==> src/rtl/letreiro_scroller.sv <==
// Scrolling-sign sequencer: steps a N_DISP-digit window across "GABRIEL " at a programmable rate.
// Optional blinking of the frozen window during HOLD is enabled by defining LETREIRO_BLINK_EN.
module letreiro_scroller #(
  parameter int N_DISP   = 4,
  parameter int TICK_DIV = 25000000
) (
  input  logic                  clk,
  input  logic                  rst_n,
  input  logic                  start,
  input  logic                  stop,
  input  logic                  pause,
  input  logic                  dir,
  output logic [3*N_DISP-1:0]   codes,
  output logic [2:0]            pos,
  output logic                  running,
  output logic                  wrap
);

  localparam int PW = (TICK_DIV > 1) ? $clog2(TICK_DIV) : 1;
  localparam logic [PW-1:0] TC = PW'(TICK_DIV - 1);

  localparam logic [1:0] S_IDLE = 2'b00;
  localparam logic [1:0] S_RUN  = 2'b01;
  localparam logic [1:0] S_HOLD = 2'b10;

  localparam logic [2:0] SYM_SPACE = 3'b101;

  logic [1:0]          state_r, state_s;
  logic [2:0]          pos_r, pos_s;
  logic [PW-1:0]       presc_r, presc_s;
  logic                wrap_r, wrap_s;
  logic                running_r;
  logic                blank_s;
  logic [3*N_DISP-1:0] codes_s;

  // Message ROM: index 0..7 holds g a b r i e l space
  function automatic logic [2:0] msg_sym(input logic [2:0] idx);
    logic [2:0] sym;
    case (idx)
      3'd0:    sym = 3'b110;
      3'd1:    sym = 3'b111;
      3'd2:    sym = 3'b000;
      3'd3:    sym = 3'b001;
      3'd4:    sym = 3'b010;
      3'd5:    sym = 3'b011;
      3'd6:    sym = 3'b100;
      3'd7:    sym = 3'b101;
      default: sym = SYM_SPACE;
    endcase
    return sym;
  endfunction

  // Next-state logic; priority is stop > start > pause > step
  always_comb begin
    state_s = state_r;
    pos_s   = pos_r;
    presc_s = presc_r;
    wrap_s  = 1'b0;
    case (state_r)
      S_IDLE: begin
        if (start && !stop) begin
          state_s = S_RUN;
          pos_s   = 3'd0;
          presc_s = '0;
        end else begin
          state_s = S_IDLE;
        end
      end
      S_RUN, S_HOLD: begin
        if (stop) begin
          state_s = S_IDLE;
          pos_s   = 3'd0;
          presc_s = '0;
        end else if (start) begin
          state_s = S_RUN;
          pos_s   = 3'd0;
          presc_s = '0;
        end else if (pause) begin
          // a pause landing on terminal count leaves the step pending
          state_s = S_HOLD;
        end else if (state_r == S_HOLD) begin
          state_s = S_RUN;
        end else if (presc_r == TC) begin
          presc_s = '0;
          pos_s   = dir ? (pos_r - 3'd1) : (pos_r + 3'd1);
          wrap_s  = dir ? (pos_r == 3'd0) : (pos_r == 3'd7);
        end else begin
          presc_s = presc_r + PW'(1);
        end
      end
      default: begin
        state_s = S_IDLE;
        pos_s   = 3'd0;
        presc_s = '0;
      end
    endcase
  end

  // Control state, position, prescaler and registered status outputs
  always_ff @(posedge clk or negedge rst_n) begin
    if (!rst_n) begin
      state_r   <= S_IDLE;
      pos_r     <= 3'd0;
      presc_r   <= '0;
      wrap_r    <= 1'b0;
      running_r <= 1'b0;
    end else begin
      state_r   <= state_s;
      pos_r     <= pos_s;
      presc_r   <= presc_s;
      wrap_r    <= wrap_s;
      running_r <= (state_s != S_IDLE);
    end
  end

`ifdef LETREIRO_BLINK_EN
  logic [PW-1:0] blink_cnt_r;
  logic          blink_off_r;

  // Blink phase timer; restarts visible each time HOLD is entered
  always_ff @(posedge clk or negedge rst_n) begin
    if (!rst_n) begin
      blink_cnt_r <= '0;
      blink_off_r <= 1'b0;
    end else if ((state_r == S_HOLD) && (state_s == S_HOLD)) begin
      if (blink_cnt_r == TC) begin
        blink_cnt_r <= '0;
        blink_off_r <= ~blink_off_r;
      end else begin
        blink_cnt_r <= blink_cnt_r + PW'(1);
      end
    end else begin
      blink_cnt_r <= '0;
      blink_off_r <= 1'b0;
    end
  end

  assign blank_s = (state_r == S_HOLD) && blink_off_r;
`else
  assign blank_s = 1'b0;
`endif

  // Window decode; digit 0 sits in the MSBs
  always_comb begin
    codes_s = '0;
    for (int k = 0; k < N_DISP; k++) begin
      if ((state_r == S_IDLE) || blank_s) begin
        codes_s[3*(N_DISP-1-k) +: 3] = SYM_SPACE;
      end else begin
        codes_s[3*(N_DISP-1-k) +: 3] = msg_sym(pos_r + 3'(k));
      end
    end
  end

  assign codes   = codes_s;
  assign pos     = pos_r;
  assign running = running_r;
  assign wrap    = wrap_r;

endmodule
==> config.mk <==
export PLATFORM = sky130hd
export DESIGN_NAME = letreiro_scroller
export DESIGN_NICKNAME = d
export VERILOG_FILES = /design/src/rtl/letreiro_scroller.sv
export SDC_FILE = /design/constraint.sdc
export NUM_CORES = 1
export LEC_CHECK = 0
export ABC_AREA = 1
export BUFFER_PORTS_ARGS = -buffer_cell sky130_fd_sc_hd__buf_4
export CAP_MARGIN = 40
export CORE_ASPECT_RATIO = 0.6
export CORE_UTILIZATION = 34
export DETAILED_ROUTE_END_ITERATION = 7
export GPL_ROUTABILITY_DRIVEN = 0
export PLACE_DENSITY_LB_ADDON = 0.1
export SYNTH_ARGS = -nofsm -noshare
export SYNTH_HDL_FRONTEND = slang
export SYNTH_SLANG_ARGS = --single-unit
export TNS_END_PERCENT = 1
==> constraint.sdc <==
create_clock -name clk -period 4.6 [get_ports clk]
set_clock_uncertainty 0.15 [all_clocks]
set_input_delay 1.38 -clock clk [delete_from_list [all_inputs] [get_ports clk]]
set_output_delay 1.38 -clock clk [all_outputs]
set_load 0.02 [all_outputs]
==> results.sh, run 1 <==
export IMPL_status="completed"
export IMPL_netlist_area_um2=2260
export IMPL_syn_area_per_cell_um2=6.99
export IMPL_arrival_ns=1.80
export IMPL_syn_nets=341
export IMPL_dp_cells=421
export IMPL_place_area_um2=2460
export IMPL_portBuffers=22
export IMPL_hold_viol=0
export IMPL_cts_max_path_buffers=2
export IMPL_grt_usage_pct=17.5
export IMPL_fin_setup_tns_ns=0
export IMPL_antenna_found_initial=0
export IMPL_cp_slowest_stage_delay_ns=0.45
export IMPL_ys_warn_count=0
export IMPL_worstPathBufferInverterCount=2
export IMPL_synth_async_sr_flop_share_pct=100
export IMPL_dp_final_hpwl_um=3860
export IMPL_grt_max_degree=33
export IMPL_setup_viol=0
export IMPL_synth_mux_area_share_pct=0
export IMPL_num_rows=22
export IMPL_gr_total_overflow=0
export IMPL_relSlewSlack_pct=70.9
export IMPL_power_density_nw_per_um2=255
export IMPL_firstDrtPassIters=4
export IMPL_rr_worst_depth=11
export IMPL_cts_tree="built"
export IMPL_diodes=0
export IMPL_hold_class="reg2reg"
export IMPL_start_kind="flip-flop"
export IMPL_syn_inst=323
export IMPL_h_tree_depth=2
export IMPL_yosys_area_share_simple_pct=38.5
export IMPL_p_leak_nw=1.24
export IMPL_maxSlewViolCount=0
export IMPL_crit_chain="inv_1 -> ha_1 -> or2_2 -> nand3_1 -> buf_4"
export IMPL_vias=1945
export IMPL_ir_worst_vdd_uv=138
export IMPL_synth_cell_types=27
export IMPL_drt_total_wl_um=5170
export IMPL_die_h_um=65.1
export IMPL_synthXorXnorAreaFrac_pct=2.72
export IMPL_drc_errors=0
export IMPL_core_area_um2=6250
export IMPL_hold_depth=2
export IMPL_ios=23
export IMPL_avgViaCountPerCell=4.53
export IMPL_cts_buffers=5
export IMPL_period_share_pct=72.5
export IMPL_synth_top_family_by_area="simple AND/OR/NAND/NOR gates"
export IMPL_grt_pass1_vias=1893
export IMPL_tightest_slew_ns=0.436
export IMPL_antenna_left=0
export IMPL_syn2layout_area_growth_pct=13.0
export IMPL_wire_per_inst_um=12.0
export IMPL_ys_ff_latch=32
export IMPL_synth_compound_area_share_pct=6.15
export IMPL_cp_required_ns=3.07
export IMPL_synth_flop_cell="dfrtp_1"
export IMPL_yosys_area_share_adder_pct=6.65
export IMPL_cts_resized=0
export IMPL_drive_gt1_share_pct=14.8
export IMPL_fin_crit_ns=3.33
export IMPL_clkSlewWorstSetupHoldPaths_ns=0.07
export IMPL_worst_path_max_fanout=7
export IMPL_crit_slowest_cell="dfrtp_1"
export IMPL_fp_dieW_um=107
export IMPL_post_cts_buffers=0
export IMPL_cts_root_buf="clkbuf_8"
export IMPL_stdcell_count=429
export IMPL_synth_edff_count=0
export IMPL_cts_sinks=32
export IMPL_die_area_um2=6980
export IMPL_nNetsFinal=362
export IMPL_start_util_pct=36.1
export IMPL_drv_cap=0
export IMPL_cp_end_kind="output port"
export IMPL_clk_latency_ns=0.30
export IMPL_hold_buffers=0
export IMPL_grt_pass1_wl_um=9310
export IMPL_drtIter0Drc=103
export IMPL_path_depth=5
export IMPL_design_area_um2=2550
export IMPL_rsz0062_at_grt="false"
export IMPL_fmax_ghz=0.300
export IMPL_yosysSeqAreaShare_pct=35.5
export IMPL_cpLargestDelayFamily="flip-flops"
export IMPL_critPathKind="reg2out"
power by group:
part	internal (mW)	switching [mW]	leakage (nW)
Sequential	0.286	0.00504	0.444
Combinational	0.0413	0.0840	0.742
Clock	0.119	0.114	0.0510
Total	0.447	0.203	1.24
synth_stat cells, drive strengths merged (2+ instances only):
library cell	count	area [um2]
xor2	6	52.6
nor2	68	305
nor3	6	30.0
o21bai	2	15.0
ha	12	150
nand4	4	25.0
a21o	2	15.0
o21ai	7	38.8
buf	8	70.1
nand3	23	115
dfrtp	32	801
inv	44	168
a21oi	14	70.1
nand2	91	374
layout by cell type (no fill, tap or decap), types with 5 or more instances in the layout:
cell type	count
inv_1	42
o21ai_0	6
nand3_1	23
nand2_1	84
ha_1	12
dfrtp_1	32
nor2_1	58
nor3_1	6
a21oi_1	14
nor2_4	5
buf_4	22
nor2_2	5
clkbuf_8	6
xor2_1	6
stage by stage:
step	power, mW	hold slack (ns)	util, %	worst slack, ns
final	0.650	0.367	40.8	1.27
after detailed placement	0.424	0.350	39.3	1.58
after global placement	0.424	0.352	39.3	1.63
after CTS	0.663	0.369	40.8	1.25
after global routing	0.687	0.418	40.8	1.14
after floorplan	0.387	0.324	-	1.56
final timing paths:
| check | start | end | slack [ns] |
|---|---|---|---|
| max | pos[0] | codes[2] | 1.27 |
| min | presc_r[1] | presc_r[1] | 0.37 |
| max reg2reg | state_r[0] | presc_r[5] | 2.58 |
| min reg2reg | presc_r[1] | presc_r[1] | 0.37 |
| max in group asynchronous | rst_n | presc_r[1] | 3.11 |
| min in group asynchronous | rst_n | presc_r[16] | 0.87 |
worst reg2reg max path: stages, from the launching register on:
cell	delay (ns)
dfrtp_1	0.37
inv_1	0.08
ha_1	0.35
nand2_1	0.07
nand2_1	0.05
nand2_1	0.09
nand2_4	0.14
inv_4	0.20
nand2_1	0.13
o21bai_1	0.14
nand2_1	0.06
nor2_1	0.10
routing by layer:
metal  track usage, %  share of wire [%]  up-vias
met5                0                  0        -
met4             5.14                1.1        0
met3             4.46                4.0        5
met2             23.5                 36       29
met1             27.0                 59      874
li1                 -                  -     1037
kinds of logic after synthesis:
| logic type | Yosys count |
|---|---|
| AND/OR/NAND/NOR | 195 |
| flip-flops | 32 |
| AO/OA/AOI/OAI | 25 |
| buffers and inverters | 52 |
| adder cells (fa/ha/maj) | 12 |
| XOR/XNOR | 7 |
state kept, by name, indices dropped and copies added, names as in the netlist:
name,cells
presc_r,25
running,1
pos,3
state_r,2
wrap,1
layout make-up:
cell class	instances	area [um2]
fill	652	3700
multi-input combinational	239	1220
sequential	32	801
inverter	44	168
timing repair buffer	22	165
tap	84	105
clock buffer	6	82.6
clock inverter	2	10.0
Note: power is estimated with default switching activity, not from simulation.
==> inputs of run 2 (changes only) <==
--- a/config.mk
+++ b/config.mk
@@ -5,7 +5,7 @@
 export SDC_FILE = /design/constraint.sdc
 export NUM_CORES = 1
 export LEC_CHECK = 0
-export ABC_AREA = 1
+export ABC_AREA = 0
 export BUFFER_PORTS_ARGS = -buffer_cell sky130_fd_sc_hd__buf_4
 export CAP_MARGIN = 40
 export CORE_ASPECT_RATIO = 0.6
==> constraint.sdc (replaced) <==
create_clock -name clk -period 2.69 [get_ports clk]
set_clock_uncertainty 0.15 [all_clocks]
set_input_delay 0.807 -clock clk [delete_from_list [all_inputs] [get_ports clk]]
set_output_delay 0.807 -clock clk [all_outputs]
set_load 0.02 [all_outputs]
==> results.sh, run 2 <==
export IMPL_h_tree_depth=2
export IMPL_diodes=0
export IMPL_drive_gt1_share_pct=22.2
export IMPL_crit_chain="ha_1 -> ha_1 -> xor2_1 -> nand2b_1 -> buf_4"
export IMPL_wire_per_inst_um=14.9
export IMPL_cp_end_kind="output port"
export IMPL_timing_reg2reg_setup_slack_ns=0.28
export IMPL_fmax_ghz=0.383
export IMPL_tightest_slew_ns=0.461
export IMPL_yosysSeqAreaShare_pct=38.1
export IMPL_cts_sinks=32
export IMPL_synth_edff_count=0
export IMPL_start_kind="flip-flop"
export IMPL_fin_util_pct=43.4
export IMPL_crit_top_cell="ha_1"
export IMPL_gr_total_overflow=0
export IMPL_arrival_ns=1.65
export IMPL_power_density_nw_per_um2=417
export IMPL_core_area_um2=5750
export IMPL_portBuffers=22
export IMPL_die_area_um2=6500
export IMPL_largest_reg_flops=25
export IMPL_syn_nets=248
export IMPL_status="completed"
export IMPL_syn_area_per_cell_um2=9.13
export IMPL_design_area_um2=2490
export IMPL_grt_pass1_vias=1573
export IMPL_crit_slowest_cell="dfrtp_1"
export IMPL_dp_cells=330
export IMPL_post_cts_buffers=0
export IMPL_rsz0062_at_grt="false"
export IMPL_ys_ff_latch=32
export IMPL_antenna_left=0
export IMPL_die_h_um=62.9
export IMPL_synthTopCellsByCount="dfrtp_1 (32), nor2_1 (28), nand2_1 (16), nand3_1 (16), ha_1 (12)"
export IMPL_yosys_area_top_type="dfrtp_1"
export IMPL_cts_buffers=5
export IMPL_num_rows=21
export IMPL_cp_required_ns=1.73
export IMPL_final_common_cell="buf_4"
export IMPL_layout_common_cells="buf_4 (31), dfrtp_1 (30), nor2_1 (28)"
export IMPL_synth_most_common_cell="dfrtp_1"
export IMPL_drtIter0Drc=83
export IMPL_grt_usage_pct=17.2
export IMPL_worst_path_max_fanout=5
export IMPL_p_leak_nw=1.10
export IMPL_hold_viol=0
export IMPL_fp_dieW_um=103
export IMPL_hold_class="in2async"
export IMPL_grt_max_degree=33
export IMPL_ys_warn_count=0
export IMPL_synth_cell_types=45
export IMPL_vias=1717
export IMPL_cpLargestDelayFamily="adder cells"
export IMPL_relSlewSlack_pct=69.3
export IMPL_syn_inst=230
export IMPL_synth_flop_cell="dfrtp_1"
export IMPL_netlist_area_um2=2100
export IMPL_cts_root_buf="clkbuf_8"
export IMPL_place_area_um2=2380
export IMPL_antenna_found_initial=0
export IMPL_r2r_end="pos[0]"
export IMPL_clk_latency_ns=0.28
export IMPL_avgViaCountPerCell=5.09
export IMPL_cp_slowest_stage_delay_ns=0.43
export IMPL_rr_worst_depth=7
export IMPL_maxSlewViolCount=0
export IMPL_ios=23
export IMPL_dp_final_hpwl_um=3830
export IMPL_ir_worst_vdd_uv=191
export IMPL_grt_pass1_wl_um=8450
export IMPL_drc_errors=0
export IMPL_drv_cap=0
export IMPL_firstDrtPassIters=4
export IMPL_setup_viol=0
export IMPL_synth_async_sr_flop_share_pct=100
export IMPL_r2r_start="state_r[0]"
export IMPL_top_register="presc_r"
export IMPL_synth_area_leaders="dfrtp_1 (38%), ha_1 (7.2%), nor2_1 (5.0%), nand3_1 (3.8%), xor2_1 (3.8%)"
export IMPL_period_share_pct=97.1
export IMPL_start_util_pct=36.5
export IMPL_fin_setup_tns_ns=0
export IMPL_nNetsFinal=275
export IMPL_critPathKind="reg2out"
export IMPL_syn2layout_area_growth_pct=18.8
export IMPL_synth_top_area_share_pct=38.1
export IMPL_stdcell_count=337
export IMPL_fin_crit_ns=2.61
export IMPL_worstPathBufferInverterCount=1
export IMPL_cts_tree="built"
export IMPL_fillers=575
export IMPL_drt_total_wl_um=5040
export IMPL_clkSlewWorstSetupHoldPaths_ns=0.07
export IMPL_cts_max_path_buffers=2
-- run 2: cell count changes after synthesis, moves of 5 or more --
cell and delta:
nand2_1 -68, inv_1 -37, nor2_1 -30, a21oi_1 -8, and3_1 +8, nand2b_1 +8
nand3_1 -7, a22o_1 +6, clkbuf_1 +6, xnor2_1 +6, nor2_2 -5, nor2_4 -5
o31ai_1 +5
-- run 2: routing by layer --
| layer | GRT usage (%) | wire (um) |
|---|---|---|
| met5 | 0 | 0 |
| met4 | 3.70 | 22 |
| met3 | 4.14 | 208 |
| met2 | 19.0 | 1850 |
| met1 | 30.4 | 2960 |
-- run 2: what timing repair did --
action	CTS	global route
setup endpoints to repair	1	2
gates resized for setup	3	4
hold buffers	0	0
-- run 2: worst max path at each step --
stage | cells after the start | to | slack, ns | startpoint
finish | 5 | codes[8] | 0.08 | pos[0]
global route | 5 | codes[8] | 0.007 | pos[0]
CTS | 6 | codes[2] | 0.0009 | pos[1]
detailed placement | 6 | codes[2] | 0.23 | pos[1]
global placement | 6 | presc_r[14] | 0.25 | pause
floorplan | 5 | codes[2] | 0.25 | pos[1]
-- run 2: worst register-to-register path, stage by stage (launching register included) --
cell and delay, ns:
dfrtp_1 0.40, inv_1 0.10, ha_1 0.45, nand2b_1 0.18, and3_1 0.42, buf_4 0.25, nor3_1 0.07, mux2_2 0.28
-- run 2: logic make-up (layout without fill, tap and decap cells) --
| kind of cell | count (synthesis) | in the layout | share of synthesized area (%) |
|---|---|---|---|
| multiplexers | 1 | 1 | 0.536 |
| AO/OA/AOI/OAI | 35 | 35 | 11.9 |
| adder cells (fa/ha/maj) | 12 | 12 | 7.15 |
| AND/OR/NAND/NOR | 117 | 117 | 31.1 |
| flip-flops | 32 | 32 | 38.1 |
| XOR/XNOR | 16 | 16 | 6.67 |
| buffers and inverters | 17 | 44 | 4.53 |
-- run 2: area by class of cell --
| class | count | area (um2) | area share (%) |
|---|---|---|---|
| clock buffer | 7 | 96.3 | 3.86 |
| inverter | 5 | 18.8 | 0.752 |
| multi-input combinational | 181 | 1220 | 49.0 |
| sequential | 32 | 803 | 32.2 |
| tap | 80 | 100 | 4.01 |
| timing repair buffer | 32 | 253 | 10.1 |
-- run 2: where the power goes --
group	internal [mW]	leakage (nW)	switching (mW)
clock	0.228	0.0503	0.176
sequential	0.485	0.442	0.00248
combinational	0.0559	0.604	0.0928
-- run 2: metrics by stage --
stage / total power, mW / hold WS, ns / setup slack, ns
finish: 1.04 / 0.311 / 0.0790
CTS: 1.05 / 0.326 / 0.000855
detailed placement: 0.646 / 0.386 / 0.234
global placement: 0.648 / 0.376 / 0.252
floorplan: 0.581 / 0.347 / 0.246
global route: 1.09 / 0.341 / 0.00658
